[src/rtl/vga_pkg.sv]
// vga_pkg: shared 640x480@60 timing constants, lock FSM states, helpers.
// Used by vga_driver and vga_timing_decoder.
package vga_pkg;

   localparam int H_DISP  = 640;
   localparam int H_FP    = 16;
   localparam int H_PULSE = 96;
   localparam int H_BP    = 48;
   localparam int H_TOTAL = H_DISP + H_FP + H_PULSE + H_BP;

   localparam int V_DISP  = 480;
   localparam int V_FP    = 10;
   localparam int V_PULSE = 2;
   localparam int V_BP    = 33;
   localparam int V_TOTAL = V_DISP + V_FP + V_PULSE + V_BP;

   typedef enum logic [1:0] {
      SEARCH  = 2'd0,
      ACQUIRE = 2'd1,
      LOCKED  = 2'd2
   } lock_state_t;

   function automatic logic [9:0] sat_inc10(input logic [9:0] v);
      return (&v) ? v : v + 10'd1;
   endfunction

endpackage

[src/rtl/vga_sync_edge.sv]
// vga_sync_edge: registers one sync input, normalises polarity, flags lead edge.
// Ports: clk, rst_n, sync (raw) -> lead (one-cycle pulse on active edge).
module vga_sync_edge #(
   parameter bit POL = 1'b0
) (
   input  logic clk,
   input  logic rst_n,
   input  logic sync,
   output logic lead
);

   logic act_q;
   logic act_d;

   always_ff @(posedge clk or negedge rst_n) begin
      if (!rst_n) begin
         act_q <= 1'b0;
         act_d <= 1'b0;
      end else begin
         act_q <= (sync == POL);
         act_d <= act_q;
      end
   end

   assign lead = act_q & ~act_d;

endmodule

[src/rtl/vga_timing_decoder.sv]
// vga_timing_decoder: recovers x/y from hsync/vsync/video, measures periods, locks.
// Ports: i_clk/i_rstn, i_hsync/i_vsync/i_video in; o_x/o_y/o_de/starts, totals, lock, err.
module vga_timing_decoder #(
   parameter int H_DISP      = vga_pkg::H_DISP,
   parameter int H_TOTAL     = vga_pkg::H_TOTAL,
   parameter int V_DISP      = vga_pkg::V_DISP,
   parameter int V_TOTAL     = vga_pkg::V_TOTAL,
   parameter bit HS_POL      = 1'b0,
   parameter bit VS_POL      = 1'b0,
   parameter int LOCK_FRAMES = 2,
   parameter int CNT_W       = 11
) (
   input  logic             i_clk,
   input  logic             i_rstn,
   input  logic             i_hsync,
   input  logic             i_vsync,
   input  logic             i_video,
   output logic [9:0]       o_x,
   output logic [9:0]       o_y,
   output logic             o_de,
   output logic             o_line_start,
   output logic             o_frame_start,
   output logic [CNT_W-1:0] o_h_total,
   output logic [CNT_W-1:0] o_v_total,
   output logic             o_locked,
   output logic             o_err
);

   import vga_pkg::*;

   localparam logic [CNT_W-1:0] CNT_MAX = '1;

   logic             hs_lead;
   logic             vs_lead;
   logic             vid_q;
   logic             de_q;
   logic             de_rise;
   logic             de_fall;
   logic [9:0]       x_cnt;
   logic [9:0]       y_cnt;
   logic [9:0]       de_len;
   logic [CNT_W-1:0] h_per;
   logic [CNT_W-1:0] h_cap;
   logic [CNT_W-1:0] ln_cnt;
   logic             h_sat;
   logic             sat_evt;
   logic             h_bad;
   logic             x_bad;
   logic             v_bad;
   logic             y_bad;
   logic             line_bad;
   logic             frame_ok;

   lock_state_t      state;
   lock_state_t      state_nx;
   logic [7:0]       good;
   logic [7:0]       good_nx;
   logic             err_nx;

   vga_sync_edge #(.POL(HS_POL)) u_hs (
      .clk   (i_clk),
      .rst_n (i_rstn),
      .sync  (i_hsync),
      .lead  (hs_lead)
   );

   vga_sync_edge #(.POL(VS_POL)) u_vs (
      .clk   (i_clk),
      .rst_n (i_rstn),
      .sync  (i_vsync),
      .lead  (vs_lead)
   );

   assign de_rise = vid_q & ~de_q;
   assign de_fall = ~vid_q & de_q;
   assign h_sat   = (h_per == CNT_MAX);
   assign h_cap   = h_sat ? CNT_MAX : h_per + CNT_W'(1);
   assign sat_evt = h_sat & ~hs_lead;
   assign h_bad   = hs_lead & (h_cap != CNT_W'(H_TOTAL));
   assign x_bad   = de_fall & (x_cnt != 10'(H_DISP));
   assign v_bad   = vs_lead & (ln_cnt != CNT_W'(V_TOTAL));
   assign y_bad   = (y_cnt > 10'(V_DISP));

   // The hsync edge coinciding with vsync closes the last line of the frame.
   assign frame_ok = (ln_cnt == CNT_W'(V_TOTAL)) & ~line_bad & ~h_bad
                   & (de_len == 10'(H_DISP));

   assign o_de     = de_q;
   assign o_locked = (state == LOCKED);

   always_ff @(posedge i_clk or negedge i_rstn) begin
      if (!i_rstn) begin
         vid_q         <= 1'b0;
         de_q          <= 1'b0;
         x_cnt         <= '0;
         y_cnt         <= '0;
         de_len        <= '0;
         h_per         <= '0;
         ln_cnt        <= '0;
         line_bad      <= 1'b0;
         o_x           <= '0;
         o_y           <= '0;
         o_line_start  <= 1'b0;
         o_frame_start <= 1'b0;
         o_h_total     <= '0;
         o_v_total     <= '0;
         o_err         <= 1'b0;
      end else begin
         vid_q <= i_video;
         de_q  <= vid_q;

         x_cnt <= vid_q ? sat_inc10(x_cnt) : 10'd0;
         if (de_fall) de_len <= x_cnt;

         if (vs_lead)      y_cnt <= '0;
         else if (de_fall) y_cnt <= sat_inc10(y_cnt);

         if (hs_lead) begin
            o_h_total <= h_cap;
            h_per     <= '0;
         end else if (!h_sat) begin
            h_per <= h_per + CNT_W'(1);
         end

         if (vs_lead) begin
            o_v_total <= ln_cnt;
            ln_cnt    <= hs_lead ? CNT_W'(1) : '0;
         end else if (hs_lead && ln_cnt != CNT_MAX) begin
            ln_cnt <= ln_cnt + CNT_W'(1);
         end

         if (vs_lead)    line_bad <= 1'b0;
         else if (h_bad) line_bad <= 1'b1;

         o_x           <= vid_q ? x_cnt : 10'd0;
         o_y           <= y_cnt;
         o_line_start  <= de_rise;
         o_frame_start <= de_rise & (y_cnt == 10'd0);
         o_err         <= err_nx;
      end
   end

   always_ff @(posedge i_clk or negedge i_rstn) begin
      if (!i_rstn) begin
         state <= SEARCH;
         good  <= '0;
      end else begin
         state <= state_nx;
         good  <= good_nx;
      end
   end

   always_comb begin
      state_nx = state;
      good_nx  = good;
      err_nx   = 1'b0;
      unique case (state)
         SEARCH: begin
            // First capture after search is partial, so only arm here.
            if (vs_lead) begin
               state_nx = ACQUIRE;
               good_nx  = '0;
            end
         end
         ACQUIRE: begin
            if (sat_evt) begin
               state_nx = SEARCH;
               good_nx  = '0;
            end else if (vs_lead) begin
               if (frame_ok) begin
                  good_nx = good + 8'd1;
                  if (good_nx >= 8'(LOCK_FRAMES)) state_nx = LOCKED;
               end else begin
                  good_nx = '0;
               end
            end
         end
         LOCKED: begin
            if (h_bad | x_bad | v_bad | y_bad | sat_evt) begin
               err_nx   = 1'b1;
               state_nx = SEARCH;
               good_nx  = '0;
            end
         end
         default: begin
            state_nx = SEARCH;
            good_nx  = '0;
         end
      endcase
   end

endmodule

[config.mk]
export PLATFORM = sky130hd
export DESIGN_NAME = vga_timing_decoder
export DESIGN_NICKNAME = d
export VERILOG_FILES = /design/src/rtl/vga_pkg.sv /design/src/rtl/vga_sync_edge.sv /design/src/rtl/vga_timing_decoder.sv
export SDC_FILE = /design/constraint.sdc
export NUM_CORES = 1
export LEC_CHECK = 0
export ABC_AREA = 1
export CORE_AREA = 2 2 110 112
export CTS_BUF_LIST = sky130_fd_sc_hd__clkbuf_8
export CTS_CLUSTER_SIZE = 24
export DETAILED_ROUTE_END_ITERATION = 10
export DIE_AREA = 0 0 112 114
export PLACE_DENSITY_LB_ADDON = 0.08
export RECOVER_POWER = 50
export SLEW_MARGIN = 40
export SYNTH_ARGS = -nofsm -noshare
export SYNTH_HDL_FRONTEND = slang
export SYNTH_HIERARCHICAL = 1
export SYNTH_SLANG_ARGS = --single-unit
[constraint.sdc]
create_clock -name i_clk -period 2.34 [get_ports i_clk]
set_clock_uncertainty 0.2 [all_clocks]
set_input_delay 0.234 -clock i_clk [delete_from_list [all_inputs] [get_ports i_clk]]
set_output_delay 0.234 -clock i_clk [all_outputs]
set_load 0.1 [all_outputs]
==> Yosys cells after proc, flatten, opt, wreduce, memory -nomap -nowiden <==
Cells that the tools add are included.
{ "word_totals": {"register_bits": 114, "inputBits": 5, "out_inout_bits": 47, "wordCells": 110} }
{ "op_classes": {"add_sub_neg": 5, "magnitude_cmp": 2, "eq_ne": 17, "muxes": 29, "n_bitwise": 25, "reduce_logical": 11} }
{ "ops": {"columns": ["cell", "n"], "rows": [
  ["$mux W10", 6],
  ["$mux W11", 5],
  ["$mux W8", 5],
  ["$pmux W8 S3", 1],
  ["$add A11 B1 Y11 const B", 2],
  ["$ne A11 B10 Y1 const B", 2],
  ["$add A10 B1 Y10 const B", 2],
  ["$reduce_and A10 Y1", 2],
  ["$and A1 B1 Y1", 12],
  ["$mux W2", 6],
  ["$eq A11 B10 Y1 const B", 1],
  ["$eq A11 B11 Y1 const B", 1],
  ["$ne A11 B11 Y1 const B", 1],
  ["$eq A10 B10 Y1 const B", 1],
  ["$gt A10 B9 Y1 const B", 1],
  ["$logic_not A10 Y1", 1],
  ["$ne A10 B10 Y1 const B", 1],
  ["$ne A3 B3 Y1 const B", 3],
  ["$not A1 Y1", 9],
  ["$add A8 B1 Y8 const B", 1],
  ["$ge A8 B2 Y1 const B", 1],
  ["$ne A2 B2 Y1 const B", 4],
  ["$pmux W2 S3", 1],
  ["$reduce_bool A2 Y1", 3],
  ["other kinds (10)", 17]
]} }

==> Longest topological paths before layout <==
Gate-level depths: netlist of the first run.
{ "depth": {"depth_word": 11, "ltp_mapped": 16, "ltp_nobuf": 16} }

==> By module <==
The synthesis of the first run kept the hierarchy.
{ "modules_own_cells": {"columns": ["module", "instances", "cells_per_inst", "area_per_inst_um2", "seq_area_each_um2"], "rows": [
  ["vga_timing_decoder", 1, 570, 4969.8, 2752.6],
  ["vga_sync_edge", 2, 5, 63.8, 50.0]
]} }

==> Least setup slack after synthesis of the first run <==
Ideal clock, no wire load.
{ "synth_timing": {"kind": "register to register", "start": "register state[0]", "end": "register state[0]", "setup_time_ns": 0.117, "arrival_time_ns": 2.344, "required_time_ns": 2.023, "slack_ns": -0.321, "stages_incl_launch_ff": 7, "path_buffers": 0, "synth_period_minus_slack_ns": 2.661, "cell_sequence": "dfrtp_1 > nor2_1 > nand3_4 > nand2_8 > inv_2 > nand3_1 > nand2_1"} }
{ "synth_between": {"elab_chain_cells": 3, "elab_cells_between_ends": 10, "classes_between": "7 x eq/ne; 1 x mux; 2 x reduce/logical"} }
{ "synth_rtl": {"columns": ["item", "line_no", "source"], "rows": [
  ["start, declared", "vga_timing_decoder.sv:54", "lock_state_t state;"],
  ["start signal, assigned", "vga_timing_decoder.sv:148", "state <= state_nx;"],
  ["$eq A2 B2 Y1 (*)", null, null],
  ["named net o_locked", "vga_timing_decoder.sv:25", "output logic o_locked,"],
  ["$ne A2 B1 Y1 (no source line)", null, null],
  ["$reduce_and A5 Y1 (no source line)", null, null]
]} }
Mark *: on every way through the listed nets, which the timed path passes. The rest lies on a longest branch.
A chain may end at the register's enable or synchronous reset.

==> Final worst setup path of the first run <==
{ "layout_timing": {"start": "register y_cnt[0]", "end": "register good[4]"} }
{ "layout_between": {"elab_chain_cells": 5} }
{ "layout_rtl": {"columns": ["item", "line_no", "source"], "rows": [
  ["start, declared", "vga_timing_decoder.sv:40", "logic [9:0] y_cnt;"],
  ["start signal, assigned", "vga_timing_decoder.sv:116", "else if (de_fall) y_cnt <= sat_inc10(y_cnt);"],
  ["$gt A10 B9 Y1", "vga_timing_decoder.sv:82", "assign y_bad = (y_cnt > 10'(V_DISP));"],
  ["$or A1 B1 Y1 (2 in a row)", "vga_timing_decoder.sv:179", "if (h_bad | x_bad | v_bad | y_bad | sat_evt) begin"],
  ["$ne A2 B1 Y1 (no source line)", null, null],
  ["$reduce_and A3 Y1 (no source line)", null, null],
  ["end signal, assigned", "vga_timing_decoder.sv:149", "good <= good_nx;"],
  ["end, declared", "vga_timing_decoder.sv:56", "logic [7:0] good;"]
]} }
No other way between the ends.

==> impl_metrics.json, run 1 <==
{
  "worstHoldStart": "u_vs/act_q",
  "vias": 4003,
  "max_freq_mhz": 453,
  "drt_iter0_drc": 136,
  "ys_async_sr_fraction_pct": 100,
  "dpl-instance-area_um2": 5750,
  "final_common_cell": "nand2_1",
  "layout.cells.non_filler": 816,
  "routed.top_layer": "met4",
  "worst_r2r_startpoint": "y_cnt[0]",
  "p_per_area_nw_per_um2": 837,
  "die_y_um": 114,
  "period_needed_ps": 2210,
  "ant_nets": 0,
  "critical_path.max_stage_delay_ps": 410,
  "first_pass_iters": 4,
  "power_mw": 5.23,
  "area_growth_pct": 22.5,
  "die_area_um2": 12800,
  "hold_viol_final": 0,
  "synth_ff_type": "dfrtp_1",
  "tightest_slew_ps": 1020,
  "yosysWarnings": 6,
  "min_delay_path_depth": 0,
  "syn-cell-area_um2": 5100,
  "critPathTopFamily": "simple AND/OR/NAND/NOR gates",
  "crit_top_cell": "nand2_1",
  "grt_pass1_vias": 3858,
  "ioPinCount": 52,
  "finalCritPeriodShare_pct": 94.4,
  "wl_um": 10800,
  "slew_headroom_pct": 32.0,
  "grt_util_all_layers_pct": 18.3,
  "antenna_found_initial": 0,
  "grt_first_pass_wirelength_um": 18400,
  "grt_remaining_overflow": 0,
  "seq_area_frac_synth_pct": 56.0,
  "worstPathArrival_ps": 2340,
  "dpl.cell_count": 778,
  "met2_length_um": 5360,
  "r2r_slack_ps": 130,
  "wl_per_cell_um": 13.2,
  "place.gp.congestion": 0.798,
  "port_buffers": 51,
  "max_cap_violations": 0,
  "worstRegToRegCells": 11,
  "wl_met3_um": 362,
  "cp_cell_sequence": "inv_1 -> ha_1 -> nand4_1 -> a21oi_1 -> nand3_1 -> nor2_2 -> nand3_4 -> nand2_8 -> nor2_8 -> nand2_1 -> nand2_1",
  "finalSetupViolCount": 0,
  "die_x_um": 112,
  "dpl.hpwl_um": 7380,
  "hold_slack_ps": 180,
  "cts_root_buf": "clkbuf_8",
  "pre_cts_slack_ps": 90.7,
  "cp_max_fo": 6,
  "ir_worst_vdd_mv": 0.747,
  "cts_sinks": 114,
  "grt_max_degree": 72,
  "r2r-end": "good[4]",
  "cp_slowest_cell": "dfrtp_1",
  "end_kind": "flop",
  "wl_met1_um": 4950,
  "clock_latency_ps": 440,
  "cp.required_ps": 2470,
  "cts_buffers": 17,
  "htree_levels": 4,
  "nFillCells": 1117,
  "hp-class": "reg -> reg",
  "layout-drive-gt1-share_pct": 17.8,
  "most-common-layout-cells": "nand2_1, dfrtp_1, inv_1",
  "crit_buf_inv": 1,
  "n_antenna_cell": 0,
  "synth_cell_types": 42,
  "status": "completed",
  "path_class": "reg -> reg",
  "ys_seq_elements": 114,
  "initial_core_util_pct": 43.5,
  "synth-edff-count": 0,
  "synthCells": 580,
  "drv_slew": 0,
  "fin_util_pct": 53.3,
  "vias_per_cell": 4.91,
  "whs_endpoint": "u_vs/act_d",
  "p_leak_nw": 3.11,
  "fin_tns_setup_ps": 0,
  "coreArea_um2": 11700,
  "syn_area_per_cell_um2": 8.79,
  "cts_tree": "built",
  "rows": 40,
  "worst_setup_path_start_kind": "flop",
  "fin_nets": 670,
  "drc": 0,
  "final.setup.worst_slack_ps": 130,
  "cts_buffer_depth": 2,
  "design_area_um2": 6240,
  "syn_nets": 594,
  "clkTransAtPathRegs_ps": 70
}
==> cell usage after synthesis, types with 2 or more instances <==
library cell  number  area share [%]
xor2_1             5            0.86
nand2_1          141              10
a31oi_1            8            0.98
inv_1             77             5.7
nor2_1            53             3.9
inv_2              2            0.15
o31ai_1            2            0.29
dfrtp_1          114              56
nand3_1           24             2.4
nor3_1            14             1.4
o21ai_0           50             4.9
nand3_2            3            0.59
ha_1               9             2.2
xnor2_1            2            0.34
nand4_1           14             1.7
a21oi_1           19             1.9
nor4_1             3            0.37
nor2_2             4            0.49
clkbuf_1          12            0.88
nand2_2            2            0.25
==> worst max path at each step <==
stage                     to      from  cells after the start
floorplan           y_cnt[9]      o_de                      9
global placement    state[1]  h_per[1]                     12
detailed placement   good[4]  h_per[1]                     12
CTS                  good[0]  h_per[1]                     12
global route         good[4]  y_cnt[0]                     11
finish               good[4]  y_cnt[0]                     11
==> cell families (layout without fill, tap and decap cells) <==
logic type,after synthesis,after routing,synth area share [%]
AO/OA/AOI/OAI,88,88,9.60
buffers and inverters,93,180,6.87
XOR/XNOR,7,7,1.20
AND/OR/NAND/NOR,269,271,24.2
flip-flops,114,114,56.0
adder cells (fa/ha/maj),9,9,2.21
==> flip-flops by register name (all words and copies together) (netlist names) <==
signal	flops
o_x	10
o_line_start	1
h_per	11
o_err	1
state	2
u_vs/act_d	1
o_h_total	11
u_hs/act_d	1
vid_q	1
u_hs/act_q	1
ln_cnt	11
good	8
o_de	1
o_v_total	11
o_frame_start	1
x_cnt	10
y_cnt	10
de_len	10
o_y	10
line_bad	1
u_vs/act_q	1
==> cell type report <==
type                       count  area [µm²]  share of cell area [%]
inverter                      80         300                    4.81
sequential                   114        2850                    45.7
tap                          147         184                    2.95
timing repair buffer          68         513                    8.21
clock buffer                  20         275                    4.41
multi-input combinational    375        1950                    31.3
clock inverter                12         164                    2.62
==> timing repair <==
action	in CTS	in global routing
hold buffers	2	0
hold endpoints to repair	115	0
setup buffers	0	2
endpoints found under the setup margin	0	15
gates resized for setup	0	10
==> per-layer routing <==
layer / vias up / track usage, %
met5: - / 0
met4: 0 / 7.80
met3: 8 / 6.11
met2: 56 / 29.3
met1: 1913 / 23.0
li1: 2026 / -
==> power breakdown <==
group | leakage, nW | internal [mW] | switching, mW
Clock | 0.225 | 1.23 | 0.777
Sequential | 1.54 | 2.10 | 0.103
Combinational | 1.35 | 0.247 | 0.772
Total | 3.11 | 3.58 | 1.65
Power figures use the tool's default switching activity.
==> inputs of run 2 (changes only) <==
--- a/config.mk
+++ b/config.mk
@@ -6,6 +6,7 @@
 export NUM_CORES = 1
 export LEC_CHECK = 0
 export ABC_AREA = 1
+export CAP_MARGIN = 20
 export CORE_AREA = 2 2 110 112
 export CTS_BUF_LIST = sky130_fd_sc_hd__clkbuf_8
 export CTS_CLUSTER_SIZE = 24
==> results of run 2 <==
No change in the layout: final DEF, timing and power equal those of run 1.
